File: src/rtl/rr_hold_arbiter.sv
// rr_hold_arbiter: round-robin arbiter with grant hold for N requesters.
// A granted requester keeps the resource until it pulses done, drops its
// request, or reaches MAX_HOLD consecutive cycles. Every release passes
// through IDLE, so consecutive grants are separated by at least one idle
// cycle for bus turnaround. After a release, priority rotates to the index
// just after the last owner.

module rr_hold_arbiter #(
   parameter  int N        = 4,
   parameter  int MAX_HOLD = 16,
   localparam int IDW      = (N > 1) ? $clog2(N) : 1
) (
   input  logic           clk,
   input  logic           rst,
   input  logic [N-1:0]   req,
   input  logic [N-1:0]   done,
   output logic [N-1:0]   gnt,
   output logic [IDW-1:0] gnt_id,
   output logic           gnt_valid,
   output logic           timeout
);

   // The counter must hold values 0..MAX_HOLD-1. When the timeout is
   // disabled it still needs at least one bit, and it saturates instead
   // of wrapping.
   localparam int             CW        = (MAX_HOLD > 0) ? $clog2(MAX_HOLD + 1) : 1;
   localparam logic [CW-1:0]  HOLD_LAST = (MAX_HOLD > 0) ? CW'(MAX_HOLD - 1) : '0;
   localparam logic [CW-1:0]  CNT_SAT   = '1;
   localparam logic [IDW-1:0] LAST_ID   = IDW'(N - 1);
   localparam logic [N-1:0]   ONE_HOT0  = {{(N-1){1'b0}}, 1'b1};

   typedef enum logic [0:0] {
      IDLE  = 1'b0,
      GRANT = 1'b1
   } state_t;

   state_t         state_r;
   logic [IDW-1:0] ptr_r;
   logic [CW-1:0]  cnt_r;
   logic [N-1:0]   gnt_r;
   logic [IDW-1:0] gnt_id_r;
   logic           gnt_valid_r;
   logic           timeout_r;

   logic [IDW-1:0] sel_s;
   logic           any_req_s;
   logic           owner_done_s;
   logic           owner_req_s;
   logic           hold_hit_s;
   logic           release_s;
   logic           forced_s;
   logic [IDW-1:0] ptr_next_s;

   // Circular first-set search starting at p. Offsets are scanned from the
   // farthest to the nearest, so the nearest set bit is the last one written.
   // Indexes are reduced mod N, so an index >= N is never produced.
   function automatic logic [IDW-1:0] rr_pick(input logic [N-1:0]   r,
                                              input logic [IDW-1:0] p);
      logic [IDW-1:0] pick;
      logic [IDW-1:0] idx;
      pick = '0;
      for (int i = N - 1; i >= 0; i--) begin
         idx = IDW'((int'(p) + i) % N);
         if (r[idx]) begin
            pick = idx;
         end else begin
            pick = pick;
         end
      end
      return pick;
   endfunction

   // Owner status, release decision and the rotated pointer for the next search.
   always_comb begin
      sel_s        = rr_pick(req, ptr_r);
      any_req_s    = |req;
      owner_done_s = done[gnt_id_r];
      owner_req_s  = req[gnt_id_r];
      hold_hit_s   = (MAX_HOLD > 0) && (cnt_r == HOLD_LAST);
      release_s    = owner_done_s | ~owner_req_s | hold_hit_s;
      // A forced release is one caused by the hold limit alone.
      forced_s     = hold_hit_s & ~owner_done_s & owner_req_s;
      ptr_next_s   = (gnt_id_r == LAST_ID) ? '0 : gnt_id_r + IDW'(1);
   end

   // Arbitration FSM. All outputs are registered here; reset has priority.
   always_ff @(posedge clk) begin
      if (rst) begin
         state_r     <= IDLE;
         ptr_r       <= '0;
         cnt_r       <= '0;
         gnt_r       <= '0;
         gnt_id_r    <= '0;
         gnt_valid_r <= 1'b0;
         timeout_r   <= 1'b0;
      end else begin
         case (state_r)
            IDLE: begin
               timeout_r <= 1'b0;
               if (any_req_s) begin
                  // done is not looked at here, so a done pulse on the
                  // grant edge itself has no effect.
                  gnt_r       <= ONE_HOT0 << sel_s;
                  gnt_id_r    <= sel_s;
                  gnt_valid_r <= 1'b1;
                  cnt_r       <= '0;
                  state_r     <= GRANT;
               end else begin
                  gnt_r       <= '0;
                  gnt_valid_r <= 1'b0;
                  state_r     <= IDLE;
               end
            end
            GRANT: begin
               if (release_s) begin
                  // gnt_id keeps the last owner while gnt_valid is low.
                  gnt_r       <= '0;
                  gnt_valid_r <= 1'b0;
                  ptr_r       <= ptr_next_s;
                  cnt_r       <= '0;
                  timeout_r   <= forced_s;
                  state_r     <= IDLE;
               end else begin
                  cnt_r       <= (cnt_r == CNT_SAT) ? cnt_r : cnt_r + CW'(1);
                  timeout_r   <= 1'b0;
                  state_r     <= GRANT;
               end
            end
            default: begin
               gnt_r       <= '0;
               gnt_valid_r <= 1'b0;
               timeout_r   <= 1'b0;
               cnt_r       <= '0;
               state_r     <= IDLE;
            end
         endcase
      end
   end

   assign gnt       = gnt_r;
   assign gnt_id    = gnt_id_r;
   assign gnt_valid = gnt_valid_r;
   assign timeout   = timeout_r;

   rr_hold_arbiter_chk #(
      .N   (N),
      .IDW (IDW)
   ) u_chk (
      .clk       (clk),
      .rst       (rst),
      .gnt       (gnt_r),
      .gnt_id    (gnt_id_r),
      .gnt_valid (gnt_valid_r),
      .timeout   (timeout_r)
   );

endmodule

// rr_hold_arbiter_chk: output invariants of the arbiter.
module rr_hold_arbiter_chk #(
   parameter int N   = 4,
   parameter int IDW = 2
) (
   input logic           clk,
   input logic           rst,
   input logic [N-1:0]   gnt,
   input logic [IDW-1:0] gnt_id,
   input logic           gnt_valid,
   input logic           timeout
);

   // Grant is never more than one-hot.
   a_onehot : assert property (@(posedge clk) disable iff (rst) $onehot0(gnt));

   // gnt_valid mirrors a non-zero grant.
   a_valid : assert property (@(posedge clk) disable iff (rst) gnt_valid == (gnt != '0));

   // While valid, gnt_id points at the granted bit and stays in range.
   a_id : assert property (@(posedge clk) disable iff (rst)
                           gnt_valid |-> (gnt[gnt_id] && (int'(gnt_id) < N)));

   // A timeout pulse always coincides with the idle turnaround cycle.
   a_timeout : assert property (@(posedge clk) disable iff (rst) timeout |-> !gnt_valid);

   // A new grant can only follow a cycle without one.
   a_turnaround : assert property (@(posedge clk) disable iff (rst)
                                   (gnt_valid && !$past(gnt_valid)) |-> ($past(gnt) == '0));

endmodule

File: config.mk
export PLATFORM = sky130hd
export DESIGN_NAME = rr_hold_arbiter
export DESIGN_NICKNAME = d
export VERILOG_FILES = /design/src/rtl/rr_hold_arbiter.sv
export SDC_FILE = /design/constraint.sdc
export NUM_CORES = 1
export LEC_CHECK = 0
export CAP_MARGIN = 20
export CORE_ASPECT_RATIO = 1.5
export CORE_MARGIN = 2
export CORE_UTILIZATION = 44
export DETAILED_ROUTE_END_ITERATION = 10
export GPL_TIMING_DRIVEN = 0
export PLACE_DENSITY = 0.73
export SETUP_SLACK_MARGIN = 0.15
export SLEW_MARGIN = 30
export SYNTH_ARGS = -nofsm -noshare
export SYNTH_HDL_FRONTEND = slang
export SYNTH_SLANG_ARGS = --single-unit
File: constraint.sdc
create_clock -name clk -period 1.8 [get_ports clk]
set_clock_uncertainty 0.15 [all_clocks]
set_input_delay 0.18 -clock clk [delete_from_list [all_inputs] [get_ports clk]]
set_output_delay 0.18 -clock clk [all_outputs]
set_load 0.02 [all_outputs]
==> run metrics <==
row count=19; H-tree depth=1; crit start category=register; FILL cells=152; syn_nets=113; max-slew violations=0; RSZ-0062 raised after global routing=true; Post-synth EDFFs=0; number of global-route vias before repair=754; Crit. Startpoint=gnt_id[1]$_SDFFE_PP0P_; CTS root buffer=clkbuf_4; initial antenna violation count=0; Worst Max-Slew Pin Slew=0.522 ns; worst hold start=gnt[3]$_SDFFE_PP0P_; HPWL after DPL=1.50 mm; Net Sw Power=235 uW; Post-synth ARST share=0; DRT antenna net count=0; minimum clock period=1.70 ns; worst min-delay path class=register to register; routability cong.=0.651; delay-heaviest family, CP=multiplexers; Cell Int Power=593 uW; hold depth=2; Static Leak=0.000487 uW; WHS=0.346 ns; maximum fanout along the worst path=4; Yosys reg bits=16; pin count of the biggest net entering global routing=11; setup_tns=0 ns; final period utilization=0.946; CTS clock-pin slew for the worst setup and hold paths=0.09 ns; Mapped Cells=99; critical path type=register to register; r2r startpoint=gnt_id[1]$_SDFFE_PP0P_; Slew HR=0.649; clock tree from TritonCTS=yes; Die X=40.6 um; share of post-route cells with drive strength above 1=0.280; final hold vios=0; Logic pwr share=0.248; CP max-delay cell=mux4_2; peak supply drop=0.503 mV; CP Capture Type=register; final net count=140; crit-path max cell delay=0.57 ns; Reg2Reg Depth=4; Worst Path Buf+Inv=0; Fmax=587 MHz; IO buf count=17; Cell Area, Synth=886 sq um; crit-path cells=mux4_2 > a21oi_4 > mux2i_1 > nor2_1; maxcap violations=0; Levels on crit path=4; Core Area=1850 sq um; # IOs=18; WP data required=1.81 ns; clk_lat worst skew=0.28 ns; via count=838; Primary FF master, synth=dfxtp_1; Starting Density=0.478; final wirelength=2.08 mm; cts bufs inserted=3; synth-to-layout area growth=42.8%; WL/cell=14.2 um; die footprint=2400 sq um; PwrDens=655 nW/um^2; final setup violation count=0; Num Clock Sinks=16; sw frac=0.284; Mean Syn Cell Area=8.95 sq um; outcome=finished, final reports clean; first-pass GRT wire length=3.10 mm; Iter 0 DRT Violations=17; Power Total=828 uW; count of cell types in the netlist=33; crit path DAT=1.71 ns; GRT overflow=0; gr usage total=0.186; DRT Pass-1 Iters=4; Reg power frac=0.471; ANT cells=0; synth warn=0; Avg Vias per Cell=5.74; sequential element share of the synthesized area=0.362; clock group share of total power=0.282; CTS Buffer Depth=2; Die Ht=59.0 um; DRC viols=0
[area by class of cell]
cell class,instances,area (sq um),share of cell area
Multi-Input combinational cell,78,651,0.514
Clock buffer,4,36.3,0.0287
Sequential cell,16,327,0.258
Inverter,2,7.51,0.00593
Timing Repair Buffer,22,204,0.161
Tap cell,21,26.3,0.0208
Buffer,3,13.8,0.0109
[timing repair]
item,CTS,global route
hold buffers,0,0
pin swaps,5,9
setup endpoints to repair,14,10
setup buffers,4,1
resized for setup,19,11
[per-stage QoR]
| stage | worst slack [ns] | cell area [sq um] | util | std cells |
|---|---|---|---|---|
| global placement | -0.414 | 1120 | 0.602 | 137 |
| CTS | 0.0691 | 1220 | 0.658 | 145 |
| finish | 0.0973 | 1260 | 0.682 | 146 |
| detailed placement | -0.421 | 1120 | 0.602 | 137 |
| floorplan | 0.139 | 920 | - | 99 |
| global route | 0.0290 | 1260 | 0.682 | 146 |
[per-layer routing]
layer  GRT usage  part of all wire
met1       0.211              0.40
met2       0.331              0.57
met3      0.0226             0.023
met4      0.0714            0.0082
met5           0                 0
[cell usage in the layout (no fill, tap or decap), drive strengths merged]
cell type,synthesis,final
a32oi,2,2
nand2,7,7
o22a,1,1
ha,4,4
clkbuf,3,7
nor2,13,13
nor3,2,2
o21ai,4,4
o221ai,1,1
o31ai,2,2
mux2i,3,3
or3,1,1
buf,0,5
a21o,1,1
nor2b,4,4
xnor2,2,2
or4,1,1
nand2b,8,8
nand3,2,2
dlygate4sd2,0,9
nand3b,2,2
o21a,1,1
clkdlybuf4s50,0,8
a21oi,9,9
mux4,2,2
dfxtp,16,16
a211oi,1,1
nor3b,1,1
o22ai,2,2
and3,1,1
nor4,1,1
inv,2,2
[worst min-delay path, cell delays in order, from the launching register on]
cell      delay [ns]
dfxtp_1         0.32
nand3b_1        0.08
o31ai_1         0.06
[Yosys cell counts (2+ instances only)]
cell       n  area [sq um]
nand3b_1   2          15.0
nor2_1    11          41.3
mux2i_1    3          30.0
a21oi_1    8          40.0
nand2_1    7          26.3
o21ai_0    3          15.0
nand3_1    2          10.0
nand2b_1   8          50.1
mux4_2     2          45.0
ha_1       4          50.1
a32oi_1    2          17.5
o31ai_1    2          15.0
nor3_1     2          10.0
inv_1      2          7.51
clkbuf_1   3          11.3
dfxtp_1   16           320
nor2b_1    4          25.0
o22ai_1    2          12.5
xnor2_1    2          17.5
[registers in the layout, indices dropped and copies added (netlist names)]
signal,count
timeout,1
ptr_r,2
gnt,4
gnt_id,2
state_r,1
cnt_r,5
gnt_valid,1
[worst paths after layout]
check	slack [ns]	end
max	0.1	cnt_r[0]$_SDFFE_PP0P_
min	0.35	gnt[3]$_SDFFE_PP0P_
max reg2reg	0.1	cnt_r[0]$_SDFFE_PP0P_
min reg2reg	0.35	gnt[3]$_SDFFE_PP0P_
[power by group through the flow]
stage	Combinational, uW	Sequential (uW)	Clock (uW)
3_3_place_gp	182	396	0
3_5_place_dp	184	396	0
6_report	205	390	233
2_1_floorplan	101	407	0
5_1_grt	222	392	250
4_1_cts	188	389	238
[kinds of logic (layout without fill, tap and decap cells)]
group | Yosys count | count (layout) | share of synthesized area
flops | 16 | 16 | 0.362
mux | 5 | 5 | 0.0847
compound gates | 24 | 24 | 0.192
simple gates | 43 | 43 | 0.264
fa+ha+maj | 4 | 4 | 0.0565
buf+inv | 5 | 31 | 0.0212
xor+xnor | 2 | 2 | 0.0198
Power figures use the tool's default switching activity.
